===== config.mk =====
export PLATFORM = sky130hd
export DESIGN_NAME = lsu
export DESIGN_NICKNAME = d
export VERILOG_FILES = /design/src/rtl/lsu_pkg.sv /design/src/rtl/lsu_load_align.sv /design/src/rtl/lsu.sv
export SDC_FILE = /design/constraint.sdc
export NUM_CORES = 1
export LEC_CHECK = 0
export CORE_MARGIN = 5
export CORE_UTILIZATION = 35
export CTS_CLUSTER_DIAMETER = 60
export CTS_CLUSTER_SIZE = 24
export DETAILED_ROUTE_END_ITERATION = 10
export PLACE_DENSITY_LB_ADDON = 0.3
export SETUP_SLACK_MARGIN = 0.15
export SLEW_MARGIN = 20
export SYNTH_ARGS = -nofsm -noshare
export SYNTH_HDL_FRONTEND = slang
export SYNTH_SLANG_ARGS = --single-unit

===== constraint.sdc =====
create_clock -name clk_i -period 2.1 [get_ports clk_i]
set_input_delay 0.21 -clock clk_i [delete_from_list [all_inputs] [get_ports clk_i]]
set_output_delay 0.21 -clock clk_i [all_outputs]
set_load 0.02 [all_outputs]

===== src/rtl/lsu_pkg.sv =====
// Shared types and helpers for the load/store unit: funct3 encodings, FSM states,
// access-size decode and store byte-enable patterns.
package lsu_pkg;

   typedef enum logic [2:0] {
      OpByte   = 3'b000,
      OpHalf   = 3'b001,
      OpWord   = 3'b010,
      OpByteU  = 3'b100,
      OpHalfU  = 3'b101
   } mem_op_e;

   typedef enum logic [1:0] {
      StIdle,
      StIssue,
      StResp
   } lsu_state_e;

   localparam logic [3:0] BeByte = 4'b0001;
   localparam logic [3:0] BeHalf = 4'b0011;
   localparam logic [3:0] BeWord = 4'b1111;

   // Byte count of an access; funct3[2] only selects zero-extension.
   function automatic logic [2:0] op_size(input logic [2:0] funct3);
      unique case (funct3[1:0])
         2'b00:   op_size = 3'd1;
         2'b01:   op_size = 3'd2;
         default: op_size = 3'd4;
      endcase
   endfunction

endpackage


===== src/rtl/lsu_load_align.sv =====
// Combinational load extension: selects and sign/zero-extends the low byte, halfword
// or full word of the raw RAM word according to the load funct3.
module lsu_load_align
   import lsu_pkg::*;
(
   input  logic [2:0]  funct3,
   input  logic [31:0] raw,
   output logic [31:0] data
);

   always_comb begin
      data = raw;
      case (funct3)
         OpByte:  data = {{24{raw[7]}}, raw[7:0]};
         OpByteU: data = {24'h0, raw[7:0]};
         OpHalf:  data = {{16{raw[15]}}, raw[15:0]};
         OpHalfU: data = {16'h0, raw[15:0]};
         default: data = raw;
      endcase
   end

endmodule


===== src/rtl/lsu.sv =====
// Load/store unit driving port B of the byte-addressed data RAM, one request in flight.
// Define LSU_MISALIGN_TRAP_EN to reject misaligned halfword/word accesses.
module lsu
   import lsu_pkg::*;
#(
   parameter int unsigned DATA_DEPTH = 8192,
   parameter int unsigned ADDR_W     = 32
) (
   input  logic              clk_i,
   input  logic              rst_ni,
   input  logic              req_valid_i,
   output logic              req_ready_o,
   input  logic [2:0]        req_funct3_i,
   input  logic              req_we_i,
   input  logic [ADDR_W-1:0] req_addr_i,
   input  logic [31:0]       req_wdata_i,
   output logic              rsp_valid_o,
   input  logic              rsp_ready_i,
   output logic [31:0]       rsp_rdata_o,
   output logic              rsp_err_o,
   output logic              ram_en_o,
   output logic [3:0]        ram_we_o,
   output logic [ADDR_W-1:0] ram_addr_o,
   output logic [31:0]       ram_wdata_o,
   input  logic [31:0]       ram_rdata_i
);

   localparam logic [ADDR_W:0] DepthW = (ADDR_W+1)'(DATA_DEPTH);

   lsu_state_e        state_q;
   logic [2:0]        funct3_q;
   logic              we_q;
   logic              err_q;
   logic              req_ready_q;
   logic              rsp_valid_q;
   logic              ram_en_q;
   logic [3:0]        ram_we_q;
   logic [ADDR_W-1:0] ram_addr_q;
   logic [31:0]       ram_wdata_q;

   logic [2:0]        size;
   logic [ADDR_W:0]   addr_last;
   logic              legal;
   logic              in_range;
   logic              aligned;
   logic              accept;
   logic [3:0]        be;
   logic [31:0]       load_data;

   // Last byte address is formed one bit wider so a request near 2^ADDR_W cannot wrap.
   always_comb begin
      size      = op_size(req_funct3_i);
      addr_last = {1'b0, req_addr_i} + (ADDR_W+1)'(size) - (ADDR_W+1)'(1);
      in_range  = addr_last < DepthW;
      if (req_we_i) begin
         legal = req_funct3_i inside {OpByte, OpHalf, OpWord};
      end else begin
         legal = req_funct3_i inside {OpByte, OpHalf, OpWord, OpByteU, OpHalfU};
      end
`ifdef LSU_MISALIGN_TRAP_EN
      unique case (size)
         3'd2:    aligned = ~req_addr_i[0];
         3'd4:    aligned = req_addr_i[1:0] == 2'b00;
         default: aligned = 1'b1;
      endcase
`else
      aligned = 1'b1;
`endif
      accept = legal & in_range & aligned;
      unique case (size)
         3'd1:    be = BeByte;
         3'd2:    be = BeHalf;
         default: be = BeWord;
      endcase
   end

   always_ff @(posedge clk_i or negedge rst_ni) begin
      if (!rst_ni) begin
         state_q     <= StIdle;
         funct3_q    <= 3'b000;
         we_q        <= 1'b0;
         err_q       <= 1'b0;
         req_ready_q <= 1'b1;
         rsp_valid_q <= 1'b0;
         ram_en_q    <= 1'b0;
         ram_we_q    <= 4'b0000;
         ram_addr_q  <= '0;
         ram_wdata_q <= 32'h0;
      end else begin
         case (state_q)
            StIdle: begin
               if (req_valid_i) begin
                  funct3_q    <= req_funct3_i;
                  we_q        <= req_we_i;
                  ram_addr_q  <= req_addr_i;
                  ram_wdata_q <= req_wdata_i;
                  req_ready_q <= 1'b0;
                  if (accept) begin
                     ram_en_q <= 1'b1;
                     ram_we_q <= req_we_i ? be : 4'b0000;
                     state_q  <= StIssue;
                  end else begin
                     err_q       <= 1'b1;
                     rsp_valid_q <= 1'b1;
                     state_q     <= StResp;
                  end
               end
            end
            StIssue: begin
               ram_en_q    <= 1'b0;
               ram_we_q    <= 4'b0000;
               rsp_valid_q <= 1'b1;
               state_q     <= StResp;
            end
            StResp: begin
               if (rsp_ready_i) begin
                  rsp_valid_q <= 1'b0;
                  err_q       <= 1'b0;
                  req_ready_q <= 1'b1;
                  state_q     <= StIdle;
               end
            end
            default: begin
               state_q <= StIdle;
            end
         endcase
      end
   end

   lsu_load_align u_load_align (
      .funct3 (funct3_q),
      .raw    (ram_rdata_i),
      .data   (load_data)
   );

   // RAM output is held steady in RESP because port B stays disabled there.
   assign rsp_rdata_o = (rsp_valid_q && !we_q && !err_q) ? load_data : 32'h0;
   assign rsp_valid_o = rsp_valid_q;
   assign rsp_err_o   = err_q;
   assign req_ready_o = req_ready_q;
   assign ram_en_o    = ram_en_q;
   assign ram_we_o    = ram_we_q;
   assign ram_addr_o  = ram_addr_q;
   assign ram_wdata_o = ram_wdata_q;

endmodule

==> flow_results.xml <==
<?xml version="1.0" encoding="UTF-8"?>
<metrics>
  <group name="yosys">
    <metric name="cell_variety_after_synth" unit="">64</metric>
    <metric name="netlist_instances" unit="">583</metric>
    <metric name="synth_top_cell_by_area" unit="">sky130_fd_sc_hd__dfrtp_1</metric>
    <metric name="synth_nets" unit="">722</metric>
    <metric name="yosysWarnings" unit="">0</metric>
    <metric name="asyncSetResetFlopFracSynth" unit="">1.00</metric>
    <metric name="synth_area_per_cell" unit="µm²">8.80</metric>
    <metric name="post_synth_design_cell_area" unit="µm²">5130</metric>
    <metric name="synth_top_area_share" unit="">0.371</metric>
    <metric name="synth-edff-count" unit="">0</metric>
    <metric name="synth.ff_latch_count" unit="">77</metric>
    <metric name="yosys-top-cells-area" unit="">sky130_fd_sc_hd__dfrtp_1, sky130_fd_sc_hd__ha_1, sky130_fd_sc_hd__mux2_2</metric>
    <metric name="ys_dominant_reg_cell" unit="">sky130_fd_sc_hd__dfrtp_1</metric>
    <metric name="synth_sequential_area_ratio" unit="">0.376</metric>
  </group>
  <group name="global_routing">
    <metric name="grt_util_overall" unit="">0.193</metric>
    <metric name="grt_pass1_wl" unit="µm">26800</metric>
    <metric name="largest_net_degree_at_the_start_of_global_routing" unit="">56</metric>
    <metric name="remaining_overflow_grt" unit="">0</metric>
    <metric name="grt_pass1_vias" unit="">5687</metric>
    <metric name="antenna_violations_before_repair" unit="">0</metric>
  </group>
  <group name="power_and_ir_drop">
    <metric name="power_dens_cells" unit="nW/µm²">1070</metric>
    <metric name="vdd.ir_drop.worst" unit="V">0.000486</metric>
    <metric name="power.clock.fraction" unit="">0.149</metric>
    <metric name="power.share.combinational" unit="">0.594</metric>
    <metric name="lkg_pwr" unit="nW">4.21</metric>
    <metric name="p_int" unit="W">0.00592</metric>
    <metric name="report.power.total" unit="W">0.00991</metric>
    <metric name="sequentialPowerShare" unit="">0.258</metric>
    <metric name="swShare" unit="">0.403</metric>
    <metric name="p_switching" unit="W">0.00399</metric>
  </group>
  <group name="drt">
    <metric name="number_of_drc_violations_after_detailed_routing" unit="">0</metric>
    <metric name="wl_per_cell" unit="µm">15.9</metric>
    <metric name="vias_per_cell" unit="">5.01</metric>
    <metric name="drt-initial-drc-count" unit="">211</metric>
    <metric name="highest-signal-layer" unit="">met4</metric>
    <metric name="ant_nets" unit="">0</metric>
    <metric name="met3_wirelength" unit="µm">1260</metric>
    <metric name="detail_route.wirelength.met1" unit="µm">7040</metric>
    <metric name="dr.pass1.iters" unit="">4</metric>
    <metric name="met2_length" unit="µm">8880</metric>
    <metric name="drt-total-wl" unit="µm">17400</metric>
    <metric name="detailroute.via_count" unit="">5506</metric>
  </group>
  <group name="worst_setup_path">
    <metric name="worstSetupPathDepth" unit="">15</metric>
    <metric name="cp-end-kind" unit="">flip-flop</metric>
    <metric name="critical_path_class" unit="">input port to flip-flop</metric>
    <metric name="worst_r2r_path_depth" unit="">7</metric>
    <metric name="critical_path.max_fanout" unit="">7</metric>
    <metric name="critPathTopFamily" unit="">simple AND/OR/NAND/NOR gates</metric>
    <metric name="timing.critical_path.slowest_stage_cell" unit="">sky130_fd_sc_hd__or4_1</metric>
    <metric name="crit_path_frequent_cell" unit="">sky130_fd_sc_hd__buf_4</metric>
    <metric name="cpPeakStageDelay" unit="ns">0.52</metric>
    <metric name="required" unit="ns">2.38</metric>
    <metric name="crit_path_cell_trace" unit="">clkdlybuf4s50_1, inv_1, ha_4, buf_4, and4_1, buf_4, a41oi_2, o31ai_4, o31ai_2, o41ai_1, mux2i_1, nor2b_2, nand4_4, or4_1, nand2_1</metric>
    <metric name="worst-path-buf-inv" unit="">4</metric>
    <metric name="data_arrival_time_of_the_critical_path" unit="ns">3.51</metric>
    <metric name="start_kind" unit="">input port</metric>
  </group>
  <group name="timing">
    <metric name="fmaxAchievable" unit="MHz">310</metric>
    <metric name="final-max-slew-violation-count" unit="">0</metric>
    <metric name="rsz0062_at_grt" unit="">yes</metric>
    <metric name="report.final.setup_viol" unit="">8</metric>
    <metric name="finalHoldViolations" unit="">0</metric>
    <metric name="slew_headroom" unit="">0.604</metric>
    <metric name="worst_pin_slew" unit="ns">0.588</metric>
    <metric name="worst_clk_skew" unit="ns">0.00480</metric>
    <metric name="post-route-period-util" unit="">1.54</metric>
    <metric name="min_cycle_time_layout" unit="ns">3.23</metric>
    <metric name="setup_ws" unit="ns">-1.13</metric>
  </group>
  <group name="finish">
    <metric name="n_diodes" unit="">0</metric>
    <metric name="final_core_util" unit="">0.642</metric>
    <metric name="multiInputGateArea" unit="µm²">3440</metric>
    <metric name="register_area" unit="µm²">1930</metric>
    <metric name="layout_commonest_cell" unit="">sky130_fd_sc_hd__clkdlybuf4s50_1</metric>
    <metric name="post_layout_nonfiller_instances" unit="">1098</metric>
    <metric name="final_standard_cell_area_without_fillers" unit="µm²">9290</metric>
    <metric name="final_nets" unit="">1048</metric>
    <metric name="final_layout_size_suffix_gt1_frac" unit="">0.342</metric>
    <metric name="area_overhead_vs_synth" unit="%">81.1</metric>
    <metric name="final.fill_count" unit="">1187</metric>
    <metric name="most-common-layout-cells" unit="">sky130_fd_sc_hd__clkdlybuf4s50_1, sky130_fd_sc_hd__buf_4, sky130_fd_sc_hd__dfrtp_1, sky130_fd_sc_hd__nand2_1, sky130_fd_sc_hd__o21ai_0</metric>
  </group>
  <group name="floorplan">
    <metric name="core_area" unit="µm²">14500</metric>
    <metric name="start_util" unit="">0.354</metric>
    <metric name="die_h" unit="µm">131</metric>
    <metric name="die_width" unit="µm">131</metric>
    <metric name="std_cell_rows" unit="">44</metric>
    <metric name="ios" unit="">208</metric>
    <metric name="dieArea" unit="µm²">17200</metric>
  </group>
  <group name="clock_tree">
    <metric name="cts_made_buffers" unit="">9</metric>
    <metric name="cts-root-buf" unit="">sky130_fd_sc_hd__clkbuf_16</metric>
    <metric name="clock_sinks" unit="">77</metric>
    <metric name="cts_tree" unit="">built</metric>
    <metric name="clock_latency" unit="ns">0.34</metric>
    <metric name="clkSlewWorstSetupHoldPaths" unit="ns">0.06</metric>
    <metric name="clockBufferDepth" unit="">2</metric>
    <metric name="cts_htree_levels" unit="">3</metric>
  </group>
  <group name="worst_hold_path">
    <metric name="hp-class" unit="">input port to flip-flop</metric>
    <metric name="whs_path_depth" unit="">3</metric>
  </group>
  <group name="placement">
    <metric name="place_hpwl" unit="µm">13600</metric>
    <metric name="dp_cells" unit="">1075</metric>
    <metric name="globalplace.congestion" unit="">0.916</metric>
    <metric name="port_buffers" unit="">207</metric>
    <metric name="pre_cts_slack" unit="ns">-1.97</metric>
    <metric name="dpl-instance-area" unit="µm²">8430</metric>
  </group>
  <group name="run_status">
    <metric name="failed_checks" unit="">setup timing</metric>
    <metric name="run_status" unit="">complete, but fails checks</metric>
  </group>
  <group name="job">
    <metric name="drv.max_cap_violation_count" unit="">0</metric>
  </group>
</metrics>
==> area by class of cell <==
class                           instances  area share
Inverter                               62      0.0267
Clock buffer                            9      0.0242
Multi-Input combinational cell        417       0.370
Tap cell                              184      0.0248
Timing Repair Buffer                  342       0.341
Sequential cell                        77       0.207
Clock inverter                          7     0.00606
==> synthesized netlist by cell type, types with 7 or more instances <==
cell type and instances:
sky130_fd_sc_hd__a21o_1 7, sky130_fd_sc_hd__nor2_1 26, sky130_fd_sc_hd__mux2_2 38, sky130_fd_sc_hd__a21oi_1 60, sky130_fd_sc_hd__clkbuf_1 17, sky130_fd_sc_hd__inv_1 61
sky130_fd_sc_hd__nand2_1 70, sky130_fd_sc_hd__o21ai_0 59, sky130_fd_sc_hd__dfrtp_1 76, sky130_fd_sc_hd__ha_1 35, sky130_fd_sc_hd__and3_1 11
==> cells by family (layout without fill, tap and decap cells) <==
logic type / Yosys count / in the layout / synth area share
DFF: 77 / 77 / 0.376
AOI/OAI and AO/OA: 179 / 179 / 0.215
xor gates and xnor gates: 7 / 7 / 0.0119
and+or+nand+nor: 152 / 152 / 0.149
muxes: 44 / 44 / 0.0951
adders and majority gates: 35 / 35 / 0.0853
buffers and inverters: 89 / 420 / 0.0673
==> tightest hold or removal path, cell delays in order <==
cell	delay, ns
sky130_fd_sc_hd__buf_2	0.11
sky130_fd_sc_hd__inv_4	0.06
sky130_fd_sc_hd__o21ai_0	0.08
==> through the flow <==
stage               TNS [ns]  hold slack, ns
finish                 -8.34           0.172
global route           -9.56           0.193
CTS                    -8.18           0.152
detailed placement    -20.28           0.212
global placement      -19.17           0.202
floorplan              -7.77         -0.0856
==> sequential cells by signal, indices dropped and copies added, names as in the netlist <==
register and count:
ram_addr_o 32, ram_wdata_o 32, funct3_q 3, ram_we_o 3, state_q 2, ram_en_o 1, req_ready_o 1, rsp_err_o 1
rsp_valid_o 1, we_q 1
==> timing repair <==
action / 4_1_cts / 5_1_grt
gates cloned: 1 / 0
hold buffers: 1 / 0
gates resized for setup: 238 / 33
setup buffers: 4 / 1
hold endpoints to repair: 33 / 0
pin swaps: 33 / 17
endpoints found under the setup margin: 40 / 31
==> power by group through the flow <==
stage	Combinational [W]	Clock, W	Sequential (W)
3_5_place_dp	0.00545	0	0.00258
4_1_cts	0.00574	0.00152	0.00256
5_1_grt	0.00629	0.00158	0.00264
2_1_floorplan	0.00190	0	0.00334
6_report	0.00588	0.00147	0.00255
3_3_place_gp	0.00536	0	0.00252
==> path summary, 6_finish.rpt <==
path,startpoint,slack (ns),endpoint
max,req_addr_i[19],-1.13,ram_we_o[1]$_DFFE_PN0P_
min,req_addr_i[2],0.17,ram_addr_o[2]$_DFFE_PN0P_
max reg2reg,state_q[1]$_DFFE_PN0P_,0.41,rsp_valid_o$_DFFE_PN0P_
min reg2reg,ram_addr_o[26]$_DFFE_PN0P_,0.48,ram_addr_o[26]$_DFFE_PN0P_
max in group asynchronous,rst_ni,1.14,ram_wdata_o[21]$_DFFE_PN0P_
min in group asynchronous,rst_ni,0.37,ram_addr_o[25]$_DFFE_PN0P_
==> routing by layer <==
metal	track usage	up-vias
met5	0	-
met4	0.0478	0
met3	0.0429	17
met2	0.358	176
met1	0.225	2584
li1	-	2729
Power figures use the tool's default switching activity.
